===== src/rtl/pipe_reg.sv =====
// -----------------------------------------------------------------------------
// pipe_reg : handshaked pipeline stage register for the RISC-V core.
//
// A reusable stage boundary (IF/ID, ID/EXE, EXE/MEM, MEM/WB). It carries an
// opaque payload plus the hazard-relevant fields (regWrite, rd/rs1/rs2).
// It also provides:
//   - valid/ready flow control,
//   - stall and flush (bubble insertion),
//   - an optional skid entry so that ready can come straight from a flop,
//   - saturating stall and flush counters.
//
// Ports (all state changes on the rising edge of clk_i_PIPE_REG):
//   rst_i_PIPE_REG        in   synchronous, active-low reset
//   valid_i/ready_o       upstream handshake
//   payload_i, regWrite_i, rd/rs1/rs2_addr_i
//                         upstream entry fields
//   valid_o/ready_i       downstream handshake
//   payload_o, regWrite_o, rd/rs1/rs2_addr_o
//                         held entry, all zero when no entry is held
//   stall_i               hazard stall; holds the output entry
//   flush_i               kills every held entry and drops the input
//   stall_cnt_o           cycles a valid output was held back (saturating)
//   flush_cnt_o           flushes that killed at least one entry (saturating)
//
// Parameters:
//   PAYLOAD_W  payload width
//   REGADDR_W  register address width
//   SKID       1 = main + skid entry, registered ready
//              0 = single entry, combinational ready
//   CNT_W      counter width
// -----------------------------------------------------------------------------
module pipe_reg #(
  parameter int PAYLOAD_W = 128,
  parameter int REGADDR_W = 5,
  parameter int SKID      = 1,
  parameter int CNT_W     = 16
) (
  input  logic                 clk_i_PIPE_REG,
  input  logic                 rst_i_PIPE_REG,
  input  logic                 valid_i_PIPE_REG,
  output logic                 ready_o_PIPE_REG,
  input  logic [PAYLOAD_W-1:0] payload_i_PIPE_REG,
  input  logic                 regWrite_i_PIPE_REG,
  input  logic [REGADDR_W-1:0] rd_addr_i_PIPE_REG,
  input  logic [REGADDR_W-1:0] rs1_addr_i_PIPE_REG,
  input  logic [REGADDR_W-1:0] rs2_addr_i_PIPE_REG,
  output logic                 valid_o_PIPE_REG,
  input  logic                 ready_i_PIPE_REG,
  output logic [PAYLOAD_W-1:0] payload_o_PIPE_REG,
  output logic                 regWrite_o_PIPE_REG,
  output logic [REGADDR_W-1:0] rd_addr_o_PIPE_REG,
  output logic [REGADDR_W-1:0] rs1_addr_o_PIPE_REG,
  output logic [REGADDR_W-1:0] rs2_addr_o_PIPE_REG,
  input  logic                 stall_i_PIPE_REG,
  input  logic                 flush_i_PIPE_REG,
  output logic [CNT_W-1:0]     stall_cnt_o_PIPE_REG,
  output logic [CNT_W-1:0]     flush_cnt_o_PIPE_REG
);

  typedef enum logic [1:0] {
    ST_EMPTY = 2'd0,
    ST_BUSY  = 2'd1,
    ST_FULL  = 2'd2
  } state_t;

  typedef struct packed {
    logic [PAYLOAD_W-1:0] payload;
    logic                 reg_write;
    logic [REGADDR_W-1:0] rd;
    logic [REGADDR_W-1:0] rs1;
    logic [REGADDR_W-1:0] rs2;
  } entry_t;

  // Local short names.
  logic rst_n;
  logic flush;
  logic stall;
  logic valid_o;
  logic ready_o;
  logic accept;
  logic drain;

  entry_t in_entry;

  state_t           state_q, state_d;
  entry_t           main_q,  main_d;
  entry_t           skid_q,  skid_d;
  logic             ready_q, ready_d;
  logic [CNT_W-1:0] stall_cnt_q, stall_cnt_d;
  logic [CNT_W-1:0] flush_cnt_q, flush_cnt_d;

  assign rst_n = rst_i_PIPE_REG;
  assign flush = flush_i_PIPE_REG;
  assign stall = stall_i_PIPE_REG;

  assign in_entry.payload   = payload_i_PIPE_REG;
  assign in_entry.reg_write = regWrite_i_PIPE_REG;
  assign in_entry.rd        = rd_addr_i_PIPE_REG;
  assign in_entry.rs1       = rs1_addr_i_PIPE_REG;
  assign in_entry.rs2       = rs2_addr_i_PIPE_REG;

  assign valid_o = (state_q != ST_EMPTY);
  assign drain   = valid_o & ready_i_PIPE_REG & ~stall;

  // Ready is forced low while reset is asserted, so no upstream handshake
  // can appear to complete during reset.
  generate
    if (SKID != 0) begin : g_ready_reg
      // Registered ready: depends only on whether the skid slot is occupied.
      assign ready_o = ready_q & rst_n;
    end else begin : g_ready_comb
      assign ready_o = (~valid_o | drain) & rst_n;
    end
  endgenerate

  assign accept = valid_i_PIPE_REG & ready_o;

  // Next-state and entry movement. The main entry is zeroed whenever the
  // stage goes empty, so the outputs present a clean bubble.
  always_comb begin
    state_d = state_q;
    main_d  = main_q;
    skid_d  = skid_q;

    if (flush) begin
      state_d = ST_EMPTY;
      main_d  = '0;
      skid_d  = '0;
    end else begin
      unique case (state_q)
        ST_EMPTY: begin
          if (accept) begin
            state_d = ST_BUSY;
            main_d  = in_entry;
          end
        end
        ST_BUSY: begin
          if (accept && drain) begin
            main_d = in_entry;
          end else if (accept && (SKID != 0)) begin
            // Output is blocked: park the new entry in the skid slot.
            state_d = ST_FULL;
            skid_d  = in_entry;
          end else if (drain) begin
            state_d = ST_EMPTY;
            main_d  = '0;
          end
        end
        ST_FULL: begin
          if (drain) begin
            state_d = ST_BUSY;
            main_d  = skid_q;
            skid_d  = '0;
          end
        end
        default: begin
          state_d = ST_EMPTY;
          main_d  = '0;
          skid_d  = '0;
        end
      endcase
    end

    ready_d = (state_d != ST_FULL);
  end

  // Saturating counters.
  always_comb begin
    stall_cnt_d = stall_cnt_q;
    flush_cnt_d = flush_cnt_q;
    if (valid_o && !drain && !flush && (stall_cnt_q != '1)) begin
      stall_cnt_d = stall_cnt_q + CNT_W'(1);
    end
    if (flush && (state_q != ST_EMPTY) && (flush_cnt_q != '1)) begin
      flush_cnt_d = flush_cnt_q + CNT_W'(1);
    end
  end

  always_ff @(posedge clk_i_PIPE_REG) begin
    if (!rst_n) begin
      state_q     <= ST_EMPTY;
      main_q      <= '0;
      skid_q      <= '0;
      ready_q     <= 1'b1;
      stall_cnt_q <= '0;
      flush_cnt_q <= '0;
    end else begin
      state_q     <= state_d;
      main_q      <= main_d;
      skid_q      <= skid_d;
      ready_q     <= ready_d;
      stall_cnt_q <= stall_cnt_d;
      flush_cnt_q <= flush_cnt_d;
    end
  end

  assign ready_o_PIPE_REG     = ready_o;
  assign valid_o_PIPE_REG     = valid_o;
  assign payload_o_PIPE_REG   = main_q.payload;
  assign regWrite_o_PIPE_REG  = main_q.reg_write & valid_o;
  assign rd_addr_o_PIPE_REG   = main_q.rd;
  assign rs1_addr_o_PIPE_REG  = main_q.rs1;
  assign rs2_addr_o_PIPE_REG  = main_q.rs2;
  assign stall_cnt_o_PIPE_REG = stall_cnt_q;
  assign flush_cnt_o_PIPE_REG = flush_cnt_q;

endmodule

===== config.mk =====
export PLATFORM = sky130hd
export DESIGN_NAME = pipe_reg
export DESIGN_NICKNAME = d
export VERILOG_FILES = /design/src/rtl/pipe_reg.sv
export SDC_FILE = /design/constraint.sdc
export NUM_CORES = 1
export LEC_CHECK = 0
export BUFFER_PORTS_ARGS = -buffer_cell sky130_fd_sc_hd__buf_2
export CAP_MARGIN = 10
export CELL_PAD_IN_SITES_DETAIL_PLACEMENT = 0
export CELL_PAD_IN_SITES_GLOBAL_PLACEMENT = 2
export CORE_UTILIZATION = 32
export DETAILED_ROUTE_END_ITERATION = 8
export GPL_TIMING_DRIVEN = 0
export PLACE_DENSITY = 0.86
export REMOVE_ABC_BUFFERS = 1
export SYNTH_ARGS = -nofsm -noshare
export SYNTH_HDL_FRONTEND = slang
export SYNTH_SLANG_ARGS = --single-unit

===== constraint.sdc =====
create_clock -name clk_i_PIPE_REG -period 1.9 [get_ports clk_i_PIPE_REG]
set_input_delay 0.285 -clock clk_i_PIPE_REG [delete_from_list [all_inputs] [get_ports clk_i_PIPE_REG]]
set_output_delay 0.285 -clock clk_i_PIPE_REG [all_outputs]
set_load 0.01 [all_outputs]

==> run metrics <==
run status=finished clean; Synth Area in Adders=0.172%; grt peak-use layer=met2; GPL Wtd Cong=0.779; parity-gate share of the synthesized area counting xor and xnor cells=1.26%; Pre-antenna DRT Iters=5; clock share of power=46.2%; number of cells traversed by the worst register-to-register path=9; Die Span Y=216 um; width of the die=216 um; f_max=532 MHz; type of element launching the critical path=flip-flop; detailed-route wire length=49000 um; Setup CP Type=flip-flop to flip-flop; slew at the pin with the worst max-slew slack=0.840 ns; largest net degree at the start of global routing=75; buffer type at the clock tree root=sky130_fd_sc_hd__clkbuf_16; post-route design area=a little under 20000 sq um; max_slew headroom=43.6%; worst-case hold slack=0.0272 ns; number of enable-type register cells in the synthesized netlist=0; Reg-to-Reg End=payload_o_PIPE_REG[97]$_SDFFE_PP0P_; mux cell area share after synthesis=5.83%; startpoint of the lowest-slack register-to-register path=state_q[1]$_SDFF_PN0_; I/O pin total=328; Post-synth top flop=sky130_fd_sc_hd__dfxtp_1; Cell Int Power=11.8 mW; met1 routing resource usage after global routing=25.5%; number of synthesis warnings=0; ratio of final minimum period to clock period=between 90% and 100%; total CTS buffers=38; number of antenna violations at the first check in global routing=1; worst endpoint data arrival time=between 2 and 2.5 ns; Placeable Area=44600 sq um; worst-case clock skew=0.0230 ns; Worst Hold Launch=payload_i_PIPE_REG[88]; WHS Path Cells=3; Initial Utilization=32.7%; worst-path fanout max=26; post-synthesis average cell area=8.73 sq um; DRC violations left=0; post-synthesis share of cell area spent on and, or, nand and nor gates=15.2%; total design power=15.7 mW; number of filler instances in the final layout=4340; final antenna-violating net count=0; initial detailed-routing violation count=a little over 900; total die area=~46000 sq um; Final Critical Period=1.88 ns; average routed wire per standard cell=18.9 um; buffers from clock root to sink, at most=3; Synth Area in Compound Gates=21.1%; setup slack, reg-to-reg=approximately 0.019 ns; Global Route met3 Usage=4.88%; Hold Path Class=primary input to flip-flop; Required @ worst endpoint=2.38 ns; TritonCTS clock tree=yes; critical path capture point type=flip-flop; final hold violation count=0; final core occ=between 40% and 50%; Net Switching=3.90 mW; CTS Sinks=323; power density of the placed cells=just over 800 nW/um^2; Comb power frac=9.9%; number of instances in the synthesized netlist=~1700; total count of max-transition violations in the final report=0; grt met2 use=31.4%; wire length of the first global-routing pass=just over 70000 um; ratio of routed vias to standard cells=5.15; Hold Path End=skid_q[104]$_SDFFE_PP0P_; Synth cell types=between 40 and 50; num rows=77; flop and latch count out of synthesis=323; max-capacitance violation count=0; vias in the first global route=12670; clock transition at the register clock pins on the worst setup and hold paths after CTS=0.06 ns; clock latency reported for the late side of the worst-skew pair=0.56 ns; detailed-placement wirelength estimate=27300 um; highest ir drop seen on vdd=0.564 mV; sequential-to-total area share from yosys stat=44.3%; main combinational cell family by area after synthesis=compound AO/OA/AOI/OAI gates; share of layout cells above drive strength 1=25.0%; area post-placement=16000 sq um; detailed-route via count=13328; # port buffers=about 330; Synth async-reset ratio=0%; total congestion overflow=0; net switching fraction of the power=24.8%; number of failing setup endpoints in the final timing report=0; number of nets at the end of the flow=2116; post-synthesis instance area=roughly 15000 sq um; CTS H-Tree Depth=2; area added between synthesis and finish=32.4%; leakage=7.42 nW; part of the power in registers=a little over two fifths; global-route total usage across every layer=around 19%
layout by cell type, fill, tap and decap left out, types with 4 or more instances in the layout:
cell	Yosys	layout
sky130_fd_sc_hd__dlygate4sd3_1	0	135
sky130_fd_sc_hd__o2bb2ai_1	144	139
sky130_fd_sc_hd__clkinv_2	0	7
sky130_fd_sc_hd__clkbuf_8	0	7
sky130_fd_sc_hd__buf_4	149	25
sky130_fd_sc_hd__a21oi_1	238	238
sky130_fd_sc_hd__mux2i_1	85	85
sky130_fd_sc_hd__xor2_1	9	9
sky130_fd_sc_hd__xnor2_1	12	12
sky130_fd_sc_hd__nand4_1	11	11
sky130_fd_sc_hd__nor2_1	109	107
sky130_fd_sc_hd__and4_1	4	4
sky130_fd_sc_hd__clkbuf_16	0	47
sky130_fd_sc_hd__nor3_1	8	7
sky130_fd_sc_hd__clkbuf_1	72	10
sky130_fd_sc_hd__dfxtp_1	323	319
sky130_fd_sc_hd__nand3_1	154	154
sky130_fd_sc_hd__buf_12	0	17
sky130_fd_sc_hd__nand2_1	161	161
sky130_fd_sc_hd__buf_2	49	327
sky130_fd_sc_hd__o21ai_0	9	8
sky130_fd_sc_hd__nor2_4	1	4
sky130_fd_sc_hd__a22oi_1	60	60
sky130_fd_sc_hd__o21a_1	5	5
sky130_fd_sc_hd__or3_1	7	7
sky130_fd_sc_hd__buf_16	0	18
sky130_fd_sc_hd__o2bb2ai_2	0	5
power by group through the flow:
| stage | registers [mW] | logic [mW] | clock network (mW) |
|---|---|---|---|
| 3_3_place_gp | 7.09 | 1.07 | 0 |
| 2_1_floorplan | 7.10 | 0.492 | 0 |
| 6_report | 6.91 | 1.56 | 7.27 |
| 5_1_grt | 6.91 | 1.69 | 7.71 |
| 3_5_place_dp | 7.07 | 1.18 | 0 |
| 4_1_cts | 6.91 | 1.46 | 7.46 |
worst max path at each step:
| stage | from | endpoint | slack (ns) | cells past startpoint |
|---|---|---|---|---|
| after floorplan | state_q[1]$_SDFF_PN0_ | main_q[15]$_SDFFE_PP0P_ | -9.33 | 4 |
| after global placement | state_q[1]$_SDFF_PN0_ | payload_o_PIPE_REG[77]$_SDFFE_PP0P_ | -21.56 | 4 |
| after detailed placement | state_q[1]$_SDFF_PN0_ | payload_o_PIPE_REG[17]$_SDFFE_PP0P_ | -0.98 | 6 |
| after CTS | state_q[1]$_SDFF_PN0_ | rs2_addr_o_PIPE_REG[1]$_SDFFE_PP0P_ | -0.003 | 6 |
| after global routing | state_q[1]$_SDFF_PN0_ | rs2_addr_o_PIPE_REG[4]$_SDFFE_PP0P_ | -0.03 | 9 |
| final | state_q[1]$_SDFF_PN0_ | payload_o_PIPE_REG[97]$_SDFFE_PP0P_ | 0.02 | 9 |
state kept, by name (all words and copies together), names as in the netlist:
signal / count
skid_q: 144
payload_o_PIPE_REG: 128
flush_cnt_o_PIPE_REG: 16
stall_cnt_o_PIPE_REG: 16
rd_addr_o_PIPE_REG: 5
rs1_addr_o_PIPE_REG: 5
rs2_addr_o_PIPE_REG: 5
state_q: 2
main_q: 1
ready_q: 1
metrics by stage:
stage	std cells	setup TNS, ns	setup WS (ns)
floorplan	1385	-2448.99	-9.33
global placement	2304	-5689.33	-21.56
detailed placement	2334	-195.29	-0.984
CTS	2557	-0.00328	-0.00328
global route	2585	-0.194	-0.0281
finish	2586	0	0.0189
metal layers:
layer,vias up,part of all wire (%)
li1,6389,-
met1,6477,45
met2,413,46
met3,49,7.0
met4,0,1.5
met5,-,0
synthesized netlist by cell type, types with 2 or more instances:
| master | count | area (sq um) |
|---|---|---|
| sky130_fd_sc_hd__nor2b_1 | 4 | 25.0 |
| sky130_fd_sc_hd__clkbuf_1 | 72 | 270 |
| sky130_fd_sc_hd__a22oi_1 | 60 | 450 |
| sky130_fd_sc_hd__or3_1 | 7 | 43.8 |
| sky130_fd_sc_hd__or2_2 | 2 | 12.5 |
| sky130_fd_sc_hd__a21oi_1 | 238 | 1190 |
| sky130_fd_sc_hd__o2bb2ai_1 | 144 | 1260 |
| sky130_fd_sc_hd__nor3_1 | 8 | 40.0 |
| sky130_fd_sc_hd__nor4_2 | 2 | 25.0 |
| sky130_fd_sc_hd__dfxtp_1 | 323 | 6470 |
| sky130_fd_sc_hd__ha_1 | 2 | 25.0 |
| sky130_fd_sc_hd__buf_4 | 149 | 1120 |
| sky130_fd_sc_hd__inv_1 | 3 | 11.3 |
| sky130_fd_sc_hd__nor2_1 | 109 | 409 |
| sky130_fd_sc_hd__xnor2_1 | 12 | 105 |
| sky130_fd_sc_hd__and2_1 | 2 | 12.5 |
| sky130_fd_sc_hd__buf_2 | 49 | 245 |
| sky130_fd_sc_hd__nand4_1 | 11 | 68.8 |
| sky130_fd_sc_hd__o21ai_0 | 9 | 45.0 |
| sky130_fd_sc_hd__buf_1 | 7 | 26.3 |
| sky130_fd_sc_hd__xor2_1 | 9 | 78.8 |
| sky130_fd_sc_hd__nand2_1 | 161 | 604 |
| sky130_fd_sc_hd__o21a_1 | 5 | 37.5 |
| sky130_fd_sc_hd__mux2i_1 | 85 | 851 |
| sky130_fd_sc_hd__nor4b_2 | 2 | 30.0 |
| sky130_fd_sc_hd__nand3_1 | 154 | 771 |
| sky130_fd_sc_hd__nand2b_1 | 4 | 25.0 |
| sky130_fd_sc_hd__and4_1 | 4 | 35.0 |
| sky130_fd_sc_hd__a21oi_2 | 2 | 17.5 |
| sky130_fd_sc_hd__and3_1 | 4 | 25.0 |
| sky130_fd_sc_hd__o211ai_1 | 2 | 15.0 |
| sky130_fd_sc_hd__buf_6 | 8 | 90.1 |
| sky130_fd_sc_hd__nor2_2 | 2 | 12.5 |
| sky130_fd_sc_hd__o21ai_2 | 2 | 17.5 |
cells by family after synthesis:
kind of cell	Yosys count
AOI/OAI and AO/OA	467
xor gates and xnor gates	21
adders and majority gates	2
buffers and inverters	289
DFF	323
muxes	85
and+or+nand+nor	483
area by class of cell:
cell class / instances / area [sq um] / share of cell area, %
timing repair buffer: 536 / 4340 / 22.5
sequential: 323 / 6480 / 33.5
clock buffer: 55 / 1080 / 5.62
multi-input combinational: 1061 / 6510 / 33.7
clock inverter: 13 / 135 / 0.700
tap: 592 / 741 / 3.84
antenna: 2 / 5.00 / 0.0259
inverter: 4 / 15.0 / 0.0778
worst max-delay path: stages, from the launching register on:
cell and delay, ns:
sky130_fd_sc_hd__dfxtp_4 0.39, sky130_fd_sc_hd__buf_4 0.17, sky130_fd_sc_hd__a21oi_1 0.13, sky130_fd_sc_hd__o21ai_1 0.13, sky130_fd_sc_hd__a21oi_4 0.22, sky130_fd_sc_hd__buf_12 0.13, sky130_fd_sc_hd__buf_12 0.10, sky130_fd_sc_hd__buf_16 0.18
sky130_fd_sc_hd__clkbuf_16 0.21, sky130_fd_sc_hd__o2bb2ai_1 0.11
timing repair:
action                                  4_1_cts  5_1_grt
endpoints found under the setup margin      295      243
gates resized for setup                       5       22
setup buffers                                17       16
pin swaps                                     4        7
cloned                                        3       11
endpoints found under the hold margin       181        0
hold buffers                                135        0
(Power assumes the default switching activity.)
